`src/rtl/spi_pkg.sv`:
```
// spi_pkg: SPI command-frame layout, slave FSM states and frame-size helpers.
package spi_pkg;

  // Default frame geometry for the 8-bit build.
  localparam int SPI_DW   = 8;
  localparam int CMD_BITS = 2 * SPI_DW + 1;

  // Field offsets within a command frame, bit 0 first on the wire.
  localparam int RW_BIT   = 0;
  localparam int ADDR_LSB = 1;
  localparam int DATA_LSB = ADDR_LSB + SPI_DW;

  typedef enum logic [2:0] {
    IDLE,
    CMD_SHIFT,
    DECODE,
    RESP_REQ,
    RESP_WAIT,
    RESP_SHIFT
  } spi_state_e;

  function automatic int cmd_bits(input int dw);
    return 2 * dw + 1;
  endfunction

  function automatic int data_lsb(input int dw);
    return ADDR_LSB + dw;
  endfunction

endpackage

```
`src/rtl/spi_slave_regfile_if.sv`:
```
// spi_slave_regfile_if: SPI wires plus write-event and read-request sideband.
interface spi_slave_regfile_if #(
  parameter int DATA_WIDTH = 8
);

  logic                  sclk;
  logic                  cs_n;
  logic                  mosi;
  logic                  miso;
  logic                  s_read_vld;
  logic                  wr_vld;
  logic [DATA_WIDTH-1:0] wr_addr;
  logic [DATA_WIDTH-1:0] wr_data;
  logic                  frame_err;

  modport master (
    output sclk, cs_n, mosi,
    input  miso, s_read_vld, wr_vld, wr_addr, wr_data, frame_err
  );

  modport slave (
    input  sclk, cs_n, mosi,
    output miso, s_read_vld, wr_vld, wr_addr, wr_data, frame_err
  );

endinterface

```
`src/rtl/spi_slv_edge_det.sv`:
```
// spi_slv_edge_det: SPI input conditioning and sclk/cs_n edge detection.
// Define SPI_SLV_SYNC_EN for a 2-flop synchronizer on every input.
module spi_slv_edge_det (
  input  logic clk,
  input  logic rst,
  input  logic i_sclk,
  input  logic i_cs_n,
  input  logic i_mosi,
  output logic o_sclk_rise,
  output logic o_sclk_fall,
  output logic o_cs_n,
  output logic o_cs_rise,
  output logic o_cs_fall,
  output logic o_mosi
);

  // Bit order {sclk, cs_n, mosi}. cs_n is held low through reset so that a frame
  // already running at release never shows a fall; only a fresh cs_n fall opens a frame.
  logic [2:0] r_sync;
  logic       r_sclk_d;
  logic       r_cs_d;

`ifdef SPI_SLV_SYNC_EN
  logic [2:0] r_meta;

  // Two-stage synchronizer for a slave clocked asynchronously to the master.
  always_ff @(posedge clk) begin
    r_meta <= rst ? 3'b000 : {i_sclk, i_cs_n, i_mosi};
    r_sync <= rst ? 3'b000 : r_meta;
  end
`else
  // Single input register; master and slave share this clock.
  always_ff @(posedge clk) r_sync <= rst ? 3'b000 : {i_sclk, i_cs_n, i_mosi};
`endif

  // Delayed copies of the conditioned sclk and cs_n feed the edge detectors.
  always_ff @(posedge clk) begin
    r_sclk_d <= rst ? 1'b0 : r_sync[2];
    r_cs_d   <= rst ? 1'b0 : r_sync[1];
  end

  assign o_sclk_rise = r_sync[2] & ~r_sclk_d;
  assign o_sclk_fall = ~r_sync[2] & r_sclk_d;
  assign o_cs_n      = r_sync[1];
  assign o_cs_rise   = r_sync[1] & ~r_cs_d;
  assign o_cs_fall   = ~r_sync[1] & r_cs_d;
  assign o_mosi      = r_sync[0];

endmodule

```
`src/rtl/spi_slave_regfile.sv`:
```
// spi_slave_regfile: SPI slave that decodes command frames into register writes and reads.
// Optional build macro SPI_SLV_SYNC_EN (see spi_slv_edge_det) adds input synchronizers.
module spi_slave_regfile
  import spi_pkg::*;
#(
  parameter int DATA_WIDTH = 8,
  parameter int DEPTH      = 16
) (
  input logic                clk,
  input logic                rst,
  spi_slave_regfile_if.slave bus
);

  localparam int NBITS = cmd_bits(DATA_WIDTH);
  localparam int DL    = data_lsb(DATA_WIDTH);
  localparam int CW    = $clog2(NBITS + 1);
  localparam int IW    = $clog2(DATA_WIDTH + 1);
  localparam int AW    = (DEPTH > 1) ? $clog2(DEPTH) : 1;

  logic w_sclk_rise;
  logic w_sclk_fall;
  logic w_cs_n;
  logic w_cs_rise;
  logic w_cs_fall;
  logic w_mosi;

  spi_slv_edge_det u_edge (
    .clk         (clk),
    .rst         (rst),
    .i_sclk      (bus.sclk),
    .i_cs_n      (bus.cs_n),
    .i_mosi      (bus.mosi),
    .o_sclk_rise (w_sclk_rise),
    .o_sclk_fall (w_sclk_fall),
    .o_cs_n      (w_cs_n),
    .o_cs_rise   (w_cs_rise),
    .o_cs_fall   (w_cs_fall),
    .o_mosi      (w_mosi)
  );

  spi_state_e            r_state;
  logic [NBITS-1:0]      r_cmd;
  logic [CW-1:0]         r_cnt;
  logic [DATA_WIDTH-1:0] r_rdata;
  logic [IW-1:0]         r_idx;
  logic [DATA_WIDTH-1:0] r_regs [DEPTH];
  logic                  r_miso;
  logic                  r_s_read_vld;
  logic                  r_wr_vld;
  logic [DATA_WIDTH-1:0] r_wr_addr;
  logic [DATA_WIDTH-1:0] r_wr_data;
  logic                  r_frame_err;

  logic                  w_rw;
  logic [DATA_WIDTH-1:0] w_addr;
  logic [DATA_WIDTH-1:0] w_wdata;
  logic                  w_in_range;
  logic [AW-1:0]         w_idx;
  logic [DATA_WIDTH-1:0] w_rdata;
  logic                  w_we;
  logic                  w_full;
  logic                  w_last;

  assign w_rw       = r_cmd[RW_BIT];
  assign w_addr     = r_cmd[ADDR_LSB +: DATA_WIDTH];
  assign w_wdata    = r_cmd[DL +: DATA_WIDTH];
  assign w_in_range = int'(w_addr) < DEPTH;
  assign w_idx      = w_addr[AW-1:0];
  assign w_rdata    = w_in_range ? r_regs[w_idx] : '0;
  assign w_we       = (r_state == DECODE) && !w_rw && w_in_range;
  assign w_full     = r_cnt == CW'(NBITS);
  assign w_last     = r_idx == IW'(DATA_WIDTH - 1);

  // Register file: cleared by reset, written only by an in-range decoded write.
  always_ff @(posedge clk) begin
    if (rst) r_regs <= '{default: '0};
    else if (w_we) r_regs[w_idx] <= w_wdata;
  end

  // Frame FSM with registered pulse outputs; pulses default low every cycle.
  always_ff @(posedge clk) begin
    if (rst) begin
      r_state      <= IDLE;
      r_cmd        <= '0;
      r_cnt        <= '0;
      r_rdata      <= '0;
      r_idx        <= '0;
      r_miso       <= 1'b0;
      r_s_read_vld <= 1'b0;
      r_wr_vld     <= 1'b0;
      r_wr_addr    <= '0;
      r_wr_data    <= '0;
      r_frame_err  <= 1'b0;
    end else begin
      r_s_read_vld <= 1'b0;
      r_wr_vld     <= 1'b0;
      r_frame_err  <= 1'b0;
      case (r_state)
        IDLE: begin
          if (w_cs_fall) begin
            r_state <= CMD_SHIFT;
            r_cnt   <= '0;
          end
        end
        CMD_SHIFT: begin
          if (w_cs_rise) begin
            r_state     <= w_full ? DECODE : IDLE;
            r_frame_err <= !w_full;
          end else if (w_sclk_rise && !w_full) begin
            r_cmd <= {w_mosi, r_cmd[NBITS-1:1]};
            r_cnt <= r_cnt + 1'b1;
          end
        end
        DECODE: begin
          r_state      <= w_rw ? RESP_REQ : IDLE;
          r_wr_vld     <= w_we;
          r_s_read_vld <= w_rw;
          r_rdata      <= w_rdata;
          r_miso       <= w_rw & w_rdata[0];
          if (w_we) begin
            r_wr_addr <= w_addr;
            r_wr_data <= w_wdata;
          end
        end
        RESP_REQ: r_state <= RESP_WAIT;
        RESP_WAIT: begin
          if (!w_cs_n) begin
            r_state <= RESP_SHIFT;
            r_idx   <= '0;
          end
        end
        RESP_SHIFT: begin
          if (w_cs_rise) begin
            r_state     <= IDLE;
            r_frame_err <= 1'b1;
            r_miso      <= 1'b0;
          end else if (w_sclk_fall) begin
            r_idx   <= r_idx + 1'b1;
            r_rdata <= r_rdata >> 1;
            r_miso  <= w_last ? 1'b0 : r_rdata[1];
            r_state <= w_last ? IDLE : RESP_SHIFT;
          end
        end
        default: r_state <= IDLE;
      endcase
    end
  end

  assign bus.miso       = r_miso;
  assign bus.s_read_vld = r_s_read_vld;
  assign bus.wr_vld     = r_wr_vld;
  assign bus.wr_addr    = r_wr_addr;
  assign bus.wr_data    = r_wr_data;
  assign bus.frame_err  = r_frame_err;

endmodule
```
`src/flat_wrapper.sv`:
```
// flat-port wrapper written by rule: the top's interface ports become plain ports
module spi_slave_regfile_flat import spi_pkg::*;
#(
  parameter int DATA_WIDTH = 8,
  parameter int DEPTH      = 16
)
  (clk, rst, bus_sclk, bus_cs_n, bus_mosi, bus_miso, bus_s_read_vld, bus_wr_vld, bus_wr_addr, bus_wr_data, bus_frame_err);
  spi_slave_regfile_if #(.DATA_WIDTH(DATA_WIDTH)) bus_i ();
  input logic clk;
  input logic rst;
  input wire logic [$bits(bus_i.sclk)-1:0] bus_sclk;
  input wire logic [$bits(bus_i.cs_n)-1:0] bus_cs_n;
  input wire logic [$bits(bus_i.mosi)-1:0] bus_mosi;
  output wire logic [$bits(bus_i.miso)-1:0] bus_miso;
  output wire logic [$bits(bus_i.s_read_vld)-1:0] bus_s_read_vld;
  output wire logic [$bits(bus_i.wr_vld)-1:0] bus_wr_vld;
  output wire logic [$bits(bus_i.wr_addr)-1:0] bus_wr_addr;
  output wire logic [$bits(bus_i.wr_data)-1:0] bus_wr_data;
  output wire logic [$bits(bus_i.frame_err)-1:0] bus_frame_err;
  assign bus_i.sclk = bus_sclk;
  assign bus_i.cs_n = bus_cs_n;
  assign bus_i.mosi = bus_mosi;
  assign bus_miso = bus_i.miso;
  assign bus_s_read_vld = bus_i.s_read_vld;
  assign bus_wr_vld = bus_i.wr_vld;
  assign bus_wr_addr = bus_i.wr_addr;
  assign bus_wr_data = bus_i.wr_data;
  assign bus_frame_err = bus_i.frame_err;
  spi_slave_regfile #(.DATA_WIDTH(DATA_WIDTH), .DEPTH(DEPTH)) u_core (.clk(clk), .rst(rst), .bus(bus_i));
endmodule
```
`config.mk`:
```
export PLATFORM = sky130hd
export DESIGN_NAME = spi_slave_regfile_flat
export DESIGN_NICKNAME = d
export VERILOG_FILES = /design/src/rtl/spi_pkg.sv /design/src/rtl/spi_slave_regfile_if.sv /design/src/rtl/spi_slv_edge_det.sv /design/src/rtl/spi_slave_regfile.sv /design/src/flat_wrapper.sv
export SDC_FILE = /design/constraint.sdc
export NUM_CORES = 1
export LEC_CHECK = 0
export ABC_AREA = 1
export BUFFER_PORTS_ARGS = -buffer_cell sky130_fd_sc_hd__buf_2
export CAP_MARGIN = 25
export CORE_MARGIN = 10
export CORE_UTILIZATION = 48
export CTS_CLUSTER_SIZE = 12
export DETAILED_ROUTE_END_ITERATION = 7
export SYNTH_ARGS = -nofsm -noshare
export SYNTH_HDL_FRONTEND = slang
export SYNTH_SLANG_ARGS = --single-unit
```
`constraint.sdc`:
```
create_clock -name clk -period 3.1 [get_ports clk]
set_input_delay 0.155 -clock clk [delete_from_list [all_inputs] [get_ports clk]]
set_output_delay 0.155 -clock clk [all_outputs]
set_load 0.005 [all_outputs]
```
# Word-level counts from Yosys, hierarchy flattened
# Index checks and enable logic that the tools add are counted.
[totals]
reg_bits = 190
latch_bits = 0
mem_bits_rw = 0
romBits = 0
inputBits = 5
n_memories = 0
[classes]
addsub = 2
n_mul = 0
n_div = 0
n_lt_le_gt_ge = 3
eq_ne = 15
n_shift = 0
mux = 34
bitwise_logic = 12
reduce_logical = 18
[op_table]
columns = ["op", "count"]
rows = [
  ["$bwmux 128", 1],
  ["$mux 8", 6],
  ["$bmux 8 s4", 1],
  ["$demux 8 s4", 1],
  ["$mux 3", 6],
  ["$pmux 3 s6", 1],
  ["$pmux 8 s2", 1],
  ["$mux 5", 3],
  ["$mux 4", 3],
  ["$ne 2x2->1 const B", 6],
  ["$reduce_and 4->1", 3],
  ["$pmux 5 s2", 1],
  ["$lt 8x5->1 const B", 1],
  ["$pmux 4 s2", 1],
  ["$eq 3x2->1 const B", 2],
  ["$eq 3x3->1 const B", 2],
  ["$not 1->1", 6],
  ["$reduce_and 3->1", 2],
  ["$reduce_bool 2->1", 3],
  ["$add 5x1->5 const B", 1],
  ["$and 1x1->1", 5],
  ["$eq 5x5->1 const B", 1],
  ["$ge 5x5->1 const B", 1],
  ["$lt 5x1->1 const B", 1],
  ["14 further kinds", 25],
]

# Longest topological paths before layout
# Gate-level depths: netlist (run 1).
[logic_depth]
word_depth = 7
depth_mapped = 12
depth_no_buf = 10

# By module
# From an unflattened synthesis (run 1), not the netlist that was laid out.
[hier_totals]
cells_unflattened = 1264
area_unflattened_um2 = 8605.8
[by_module_without_submodules]
columns = ["mod", "instances", "cells_per_inst", "area_each_um2", "seq_area_each_um2"]
rows = [
  ["spi_slave_regfile", 1, 1243, 8445.6, 3683.5],
  ["spi_slv_edge_det", 1, 21, 160.2, 100.1],
]

# Least setup slack after synthesis (run 1)
# No wires, ideal clock.
[synth_timing]
path_kind = "register to register"
startpoint = "register u_core.r_cmd[1]"
endpoint = "register u_core.r_regs[120] (netlist name)"
arrival_time_ns = 1.323
required_ns = 2.968
slack_ns = 1.645
path_stages_with_launch = 9
period_less_slack_ns = 1.455
cell_sequence = "dfxtp_1 buf_2 inv_2 buf_4 nand2_1 nor2_2 nand2_1 nand2_1 a21oi_1"
[synth_between]
elab_chain_cells = 6
word_cells_on_any_way = 9
classes_between = "3 x order compare; 3 x mux; 1 x bitwise; 2 x reduce/logical"
[synth_rtl]
columns = ["element", "line", "text"]
rows = [
  ["start, declared", "spi_slave_regfile.sv:42", "logic [NBITS-1:0] r_cmd;"],
  ["start signal, assigned", "spi_slave_regfile.sv:110", "r_cmd <= {w_mosi, r_cmd[NBITS-1:1]};"],
  ["$not 4->5 (not written as such)", "spi_slave_regfile.sv:77", "else if (w_we) r_regs[w_idx] <= w_wdata;"],
  ["$ge 5x5->1 (not written as such) / $lt 5x1->1 (equally long branches)", "spi_slave_regfile.sv:77", ""],
  ["$logic_and 1x1->1 (not written as such)", "spi_slave_regfile.sv:77", ""],
  ["$mux 8 (not written as such)", "spi_slave_regfile.sv:77", ""],
  ["$demux 8 s4", "spi_slave_regfile.sv:77", ""],
  ["$bwmux 128", "spi_slave_regfile.sv:77", ""],
  ["end signal, assigned by index", "spi_slave_regfile.sv:77", ""],
  ["end, declared", "spi_slave_regfile.sv:46", "logic [DATA_WIDTH-1:0] r_regs [DEPTH];"],
]
# Several ways; a longest one is shown, not always the timed one.
# A chain may end at the register's enable or synchronous reset.

# Final worst setup path (run 1)
[layout_timing]
startpoint = "register u_core.r_cmd[1]"
endpoint = "register u_core.r_regs[93] (netlist name)"
# The elaborated chain is that of the path after synthesis.

==> flow_metrics.tcl, run 1 <==
set metrics [dict create \
    antenna_found_initial 0 \
    synthArstFlopShare_pct 0 \
    setup_violations 0 \
    vias 8008 \
    fin_skew_ns 0.01040 \
    p_sw_mw 1.277 \
    grt_max_degree 66 \
    maxCapViolCount 0 \
    floorplan.io_pins 25 \
    die_h_um 153.7 \
    crit_top_cell "nand2_1" \
    place.gp.congestion 0.9023 \
    whs_ns 0.4446 \
    rsz0062_at_grt "no" \
    fp.dieW_um 153.7 \
    grt-busiest-layer "met2" \
    outcome "complete, no violations" \
    worst_setup_path_end_kind "flip-flop" \
    leakage_nw 3.720 \
    die-area_um2 23620 \
    wl_per_cell_um 16.64 \
    hold_path_class "reg -> reg" \
    clkPwrFrac_pct 45.1 \
    grt_usage_pct 20.45 \
    syn-instance-count 1259 \
    drv_slew 0 \
    cp.required_ns 3.39 \
    fmax_ghz 0.4675 \
    n_antenna_cell 0 \
    routed_wl_um 24690 \
    synth_nets 1267 \
    power.switching_fraction_pct 25.72 \
    h-tree-depth 4 \
    cellPowerDensity_nw_per_um2 528.4 \
    start_util_pct 49.26 \
    tightest_slew_ns 1.100 \
    p_seq_share_pct 50.2 \
    fillCellCount 1819 \
    seq_area_frac_synth_pct 44.10 \
    cts_buffer_depth 2 \
    path_max_fanout 31 \
    hpwl_um 15910 \
    rows 48 \
    finalSetupTns_ns 0 \
    period_share_pct 68.99 \
    synthDistinctLibCells 34 \
    final_util_pct 53.97 \
    grt_pass1_wl_um 39860 \
    finalHoldViolCount 0 \
    root_buffer "clkbuf_16" \
    final_nets 1254 \
    synth-seq-cells 189 \
    crit_type "reg -> reg" \
    insertion_delay_ns 0.44 \
    path_cells "inv_2, nand2_1, nor2_2, nand2_1, nand2_1, a21oi_1" \
    grt_use_met3_pct 3.403 \
    worstPathArrival_ns 2.43 \
    dr.pass1.iters 5 \
    setup.worst_path.start_class "flip-flop" \
    via_per_inst 5.396 \
    post-cts-setup-buffers 0 \
    grt-ovfl-total 0 \
    finalPower_mw 4.967 \
    tritoncts "done" \
    final_cell_mix "nand2_1 (496), dfxtp_1 (188), a21oi_1 (167), nand3_1 (113), o21ai_0 (61)" \
    drtAntennaViolNets 0 \
    path_clk_slew_ns 0.07 \
    critical_path.max_stage_delay_ns 0.42 \
    synthToLayoutAreaGrowth_pct 9.567 \
    ir_drop_mv 0.3897 \
    drive_gt1_share_pct 9.214 \
    io_buffers 24 \
    netlist_area_um2 8579 \
    slowest_stage "inv_2" \
    grtUsageMet1_pct 28.53 \
    syn_avg_cell_area_um2 6.815 \
    fin_crit_ns 2.139 \
    layout_commonest_cell "nand2_1" \
    p_int_mw 3.690 \
    multi_input_area_um2 4243 \
    synth_ff_type "dfxtp_1" \
    slew_headroom_pct 26.60 \
    critPathTopFamily "simple AND/OR/NAND/NOR gates" \
    path_buf_inv 1 \
    grt_pass1_vias 7374 \
    yosys_warnings 0 \
    first_iter_violations 738 \
    drcViolationCount 0 \
    coreArea_um2 17420 \
    power_frac_comb_pct 4.7 \
    numClockSinks 189 \
    numCtsBuffers 17 \
    seqCellArea_um2 3785 \
    synth_edf_count 0 \
    met2_usage_pct 32.31 \
]
==> flip-flops by register name (all words and copies together) (netlist names) <==
| register | flops |
|---|---|
| u_core.r_state | 3 |
| u_core.u_edge.r_sync | 3 |
| u_core.bus.frame_err | 1 |
| u_core.bus.s_read_vld | 1 |
| u_core.r_rdata | 7 |
| u_core.bus.miso | 1 |
| u_core.bus.wr_data | 8 |
| u_core.r_cmd | 17 |
| u_core.r_idx | 4 |
| u_core.bus.wr_vld | 1 |
| u_core.u_edge.r_cs_d | 1 |
| u_core.r_regs | 128 |
| u_core.u_edge.r_sclk_d | 1 |
| u_core.bus.wr_addr | 8 |
| u_core.r_cnt | 5 |
==> logic make-up (layout without fill, tap and decap cells) <==
group                    Yosys count  after routing  synth area share (%)
buffers and inverters            121            121                 6.446
adder cells (fa/ha/maj)            3              3                0.4376
XOR/XNOR                           5              5                0.5104
AO/OA/AOI/OAI                    242            242                 14.28
flip-flops                       189            189                 44.10
AND/OR/NAND/NOR                  699            699                 34.23
==> layer usage <==
layer	vias to the layer above	share of wire, %
met4	0	0.95
met1	3731	49
met2	185	46
met3	15	4.4
met5	-	0
li1	4077	-
==> layout make-up <==
type	instances	share of cell area (%)
Multi-Input combinational cell	949	45.14
Sequential cell	189	40.26
Clock buffer	19	4.818
Timing Repair Buffer	49	3.594
Tap cell	225	2.995
Inverter	40	1.624
Clock inverter	13	1.571
==> Yosys cell counts, types with 3 or more instances <==
cell type / instances / area [um2]
ha_1: 3 / 37.54
inv_1: 27 / 101.4
o21ai_0: 61 / 305.3
nand4_1: 17 / 106.4
clkbuf_1: 46 / 172.7
nand3_1: 113 / 565.5
o21ai_1: 8 / 40.04
buf_6: 7 / 78.83
buf_2: 20 / 100.1
nand2_2: 8 / 50.05
nor2_1: 42 / 157.7
buf_1: 3 / 11.26
nor2_2: 14 / 87.58
buf_4: 5 / 37.54
inv_2: 10 / 37.54
nand2_1: 496 / 1862
dfxtp_1: 189 / 3784
xor2_1: 4 / 35.03
a21oi_1: 167 / 835.8
==> power groups by stage <==
stage          clock [mW]  sequential [mW]  combinational, mW
2_1_floorplan           0             2.51              0.182
3_3_place_gp            0             2.55              0.224
3_5_place_dp            0             2.55              0.224
4_1_cts              2.27             2.49              0.232
5_1_grt              2.37             2.49              0.258
6_report             2.24             2.49              0.233
==> metrics by stage <==
step / setup WS (ns) / cell area, um2 / instances
finish: 0.9612 / 9400 / 1484
global route: 0.7585 / 9400 / 1484
CTS: 0.9806 / 9400 / 1484
floorplan: 1.645 / 8579 / 1259
global placement: 1.039 / 8740 / 1446
detailed placement: 1.002 / 8740 / 1446
==> final timing paths <==
kind                                        end  slack (ns)  depth (start not counted)                          startpoint
max              u_core.r_regs[93]$_SDFFE_PP0P_        0.96                          6        u_core.r_cmd[1]$_SDFFE_PP0P_
min          u_core.bus.wr_addr[7]$_SDFFE_PP0P_        0.44                          2  u_core.bus.wr_addr[7]$_SDFFE_PP0P_
max reg2reg      u_core.r_regs[93]$_SDFFE_PP0P_        0.96                          6        u_core.r_cmd[1]$_SDFFE_PP0P_
min reg2reg  u_core.bus.wr_addr[7]$_SDFFE_PP0P_        0.44                          2  u_core.bus.wr_addr[7]$_SDFFE_PP0P_
==> worst reg2reg max path, cell delays in order, from the launching register on <==
cell and delay (ns):
dfxtp_2 0.33, inv_2 0.42, nand2_1 0.34, nor2_2 0.42, nand2_1 0.28, nand2_1 0.14, a21oi_1 0.07
==> timing repair <==
item | in CTS | in global routing
resized for setup | 0 | 0
hold buffers | 6 | 0
hold endpoints to repair | 10 | 0
(Power assumes the default switching activity.)
==> inputs of run 2 (changes only) <==
- ABC_AREA: 1 -> 0
- clock period: 3.1 -> 2.1 ns (I/O delays scaled with it)
==> run 2 against run 1 <==
  * The flow now finishes with violations (negative setup slack)
  * Via count fell by 14%
  * Clock skew rose by 0.0015 ns
  * Register-to-register slack got worse by 1.1 ns
  * Power rose by 43%
  * Fmax fell by 5.7%
  * Sequential power rose by 45%
  * Synthesized cell count fell by 27%
  * First-iteration DRC count fell by 30%
  * Global-route usage fell by 0.71 points
  * Setup slack got worse by 1.1 ns
  * Utilization rose by 5.0 points
  * Largest cell class unchanged
  * Largest power group unchanged
  * Highest routed layer unchanged
==> flow_metrics.tcl, run 2 <==
set metrics [dict create \
    fp.dieW_um 150.3 \
    synth_adder_area_share_pct 0.4608 \
    seq_area_frac_synth_pct 46.45 \
    grt_usage_pct 19.74 \
    slew_headroom_pct 56.11 \
    hold_path_depth 2 \
    hold_path_class "in -> reg" \
    syn-instance-count 916 \
    crit_type "reg -> reg" \
    min-delay-start "rst" \
    ir_drop_mv 0.5892 \
    vias 6921 \
    rows 47 \
    synthTopCellsByArea "dfxtp_1 (46%), mux4_2 (8.3%), a21oi_1 (7.9%), mux2i_1 (7.9%), nand2_1 (6.4%)" \
    yosys_warnings 0 \
    numClockSinks 189 \
    ff2ff_setup_slack_ns -0.17 \
    h-tree-depth 4 \
    crit-reg2reg-launch "u_core.r_cmd[5]$_SDFFE_PP0P_" \
    cts_buffer_depth 2 \
    syn_avg_cell_area_um2 8.892 \
    worst_setup_path_end_kind "flip-flop" \
    violations "negative setup slack" \
    r2r_cells 5 \
    synth-xor-area-share_pct 0.2151 \
    grt-ovfl-total 0 \
    finalPower_mw 7.098 \
    synth_top_area_cell "dfxtp_1" \
    synth_nets 924 \
    synthArstFlopShare_pct 0 \
    rr_endpoint "u_core.r_regs[29]$_SDFFE_PP0P_" \
    insertion_delay_ns 0.43 \
    fmax_ghz 0.4410 \
    top_register "u_core.r_regs" \
    tightest_slew_ns 0.6576 \
    fin_crit_ns 2.268 \
    io_buffers 24 \
    routed_wl_um 22490 \
    synth-seq-cells 189 \
    drtAntennaViolNets 0 \
    cp.required_ns 2.39 \
    path_max_fanout 8 \
    coreArea_um2 16580 \
    drive_gt1_share_pct 20.21 \
    netlist_top_cells_count "dfxtp_1 (189), nand2_1 (138), a21oi_1 (128)" \
    worstPathArrival_ns 2.56 \
    tritoncts "done" \
    path_clk_slew_ns 0.07 \
    start_util_pct 49.12 \
    fillCellCount 1435 \
    setup.worst_path.start_class "flip-flop" \
    die-area_um2 22580 \
    setup_slack_ns -0.1676 \
    rsz0062_at_grt "yes" \
    min_to "u_core.r_idx[0]$_SDFFE_PP0P_" \
    fin_skew_ns 0.01194 \
    grt_max_degree 108 \
    finalHoldViolCount 0 \
    period_share_pct 108.0 \
    root_buffer "clkbuf_16" \
    drcViolationCount 0 \
    wl_per_cell_um 18.98 \
    die_h_um 150.3 \
    leakage_nw 3.567 \
    numCtsBuffers 17 \
    outcome "finished, violations left" \
    synthToLayoutAreaGrowth_pct 20.11 \
    synthDistinctLibCells 49 \
    synth_simple_gate_area_share_pct 18.60 \
    layout_commonest_cell "dfxtp_1" \
    dr.pass1.iters 7 \
    synth_edf_count 0 \
    place.gp.congestion 0.8789 \
    maxCapViolCount 0 \
    grt_pass1_vias 6720 \
    reg_top3 "u_core.r_regs x128, u_core.r_cmd x17" \
    whs_ns 0.02182 \
    hpwl_um 14590 \
    synthMuxAreaShare_pct 16.16 \
    antenna_found_initial 0 \
    drv_slew 0 \
    synth_most_common_cell "dfxtp_1" \
    final_nets 961 \
    cellPowerDensity_nw_per_um2 725.5 \
    synth-compound-area-share_pct 13.81 \
    largest_register_ffs 128 \
    floorplan.io_pins 25 \
    synth_ff_type "dfxtp_1" \
    grt_pass1_wl_um 35580 \
    netlist_area_um2 8145 \
    first_iter_violations 517 \
    final_cell_mix "dfxtp_1 (187), nand2_1 (125), a21oi_1 (125), nor2_1 (66), mux2i_1 (62)" \
    via_per_inst 5.841 \
    n_antenna_cell 0 \
    synth_top_area_share_pct 46.45 \
    synth_top_family_by_area "simple AND/OR/NAND/NOR gates" \
    setup_violations 57 \
]
-- run 2: cell types whose count changed in the layout (fill, tap and decap cells not counted), moves of 22 or more --
cell,before,now
buf_4,19,60
mux4_2,0,30
nor2_1,42,66
nand3_1,113,55
mux2i_1,0,62
a21oi_1,167,125
inv_1,27,5
nand2_1,496,125
-- run 2: routing by layer --
metal | wire [um] | track usage [%] | up-vias
li1 | - | - | 3287
met3 | 1154 | 3.541 | 32
met5 | 0 | 0 | -
met4 | 591 | 8.601 | 0
met1 | 9768 | 24.65 | 3400
met2 | 10980 | 32.72 | 202
-- run 2: cell families after synthesis --
group           Yosys count
compound gates          209
flops                   189
simple gates            329
fa+ha+maj                 3
xor+xnor                  2
buf+inv                  90
mux                      94
-- run 2: how the worst max path moves through the flow --
stage	startpoint	endpoint	slack [ns]	cells past startpoint
after global routing	u_core.r_cmd[5]$_SDFFE_PP0P_	u_core.r_regs[28]$_SDFFE_PP0P_	-0.21	5
after global placement	u_core.r_cmd[5]$_SDFFE_PP0P_	u_core.r_regs[31]$_SDFFE_PP0P_	-0.12	6
after CTS	u_core.r_cmd[5]$_SDFFE_PP0P_	u_core.r_regs[29]$_SDFFE_PP0P_	-0.16	6
after detailed placement	u_core.r_cmd[5]$_SDFFE_PP0P_	u_core.r_regs[29]$_SDFFE_PP0P_	-0.17	6
final	u_core.r_cmd[5]$_SDFFE_PP0P_	u_core.r_regs[29]$_SDFFE_PP0P_	-0.17	5
after floorplan	u_core.r_cmd[5]$_SDFFE_PP0P_	u_core.r_regs[24]$_SDFFE_PP0P_	-0.27	8
-- run 2: final cells by class --
cell class / instances / area, um2 / share of cell area (%)
Clock buffer: 22 / 484.2 / 4.949
Clock inverter: 9 / 135.1 / 1.381
Inverter: 5 / 18.77 / 0.1918
Multi-Input combinational cell: 637 / 4187 / 42.79
Sequential cell: 189 / 3786 / 38.70
Tap cell: 220 / 275.3 / 2.814
Timing Repair Buffer: 103 / 897.1 / 9.170
-- run 2: power breakdown --
| group | leakage (nW) | internal (mW) | total (mW) | switching (mW) |
|---|---|---|---|---|
| clock network | 0.306 | 2.00 | 3.38 | 1.38 |
| logic | 1.74 | 0.0327 | 0.120 | 0.0869 |
| registers | 1.52 | 3.59 | 3.60 | 0.00783 |
| total | 3.57 | 5.62 | 7.10 | 1.48 |
-- run 2: what timing repair did --
action	in CTS	in global routing
resized for setup	17	34
setup endpoints to repair	80	99
pin swaps	0	6
gates cloned	0	2
hold buffers	3	0
hold endpoints to repair	3	0
buffers inserted	0	8
-- run 2: critical path, stage by stage (launching register included) --
cell and delay, ns:
dfxtp_2 0.32, or4_4 0.54, or4b_4 0.57, or3_4 0.44, mux2i_1 0.21, nor2_1 0.06
-- run 2: metrics by stage --
step	TNS [ns]	instances	worst slack, ns	area [um2]	utilization, %
6_report	-3.127	1185	-0.1676	9783	58.99
5_1_grt	-7.791	1185	-0.2090	9783	58.99
4_1_cts	-1.425	1176	-0.1566	9538	57.51
3_5_place_dp	-6.685	1142	-0.1676	8832	53.26
3_3_place_gp	-3.691	1142	-0.1154	8832	53.26
2_1_floorplan	-8.675	916	-0.2740	8155	-
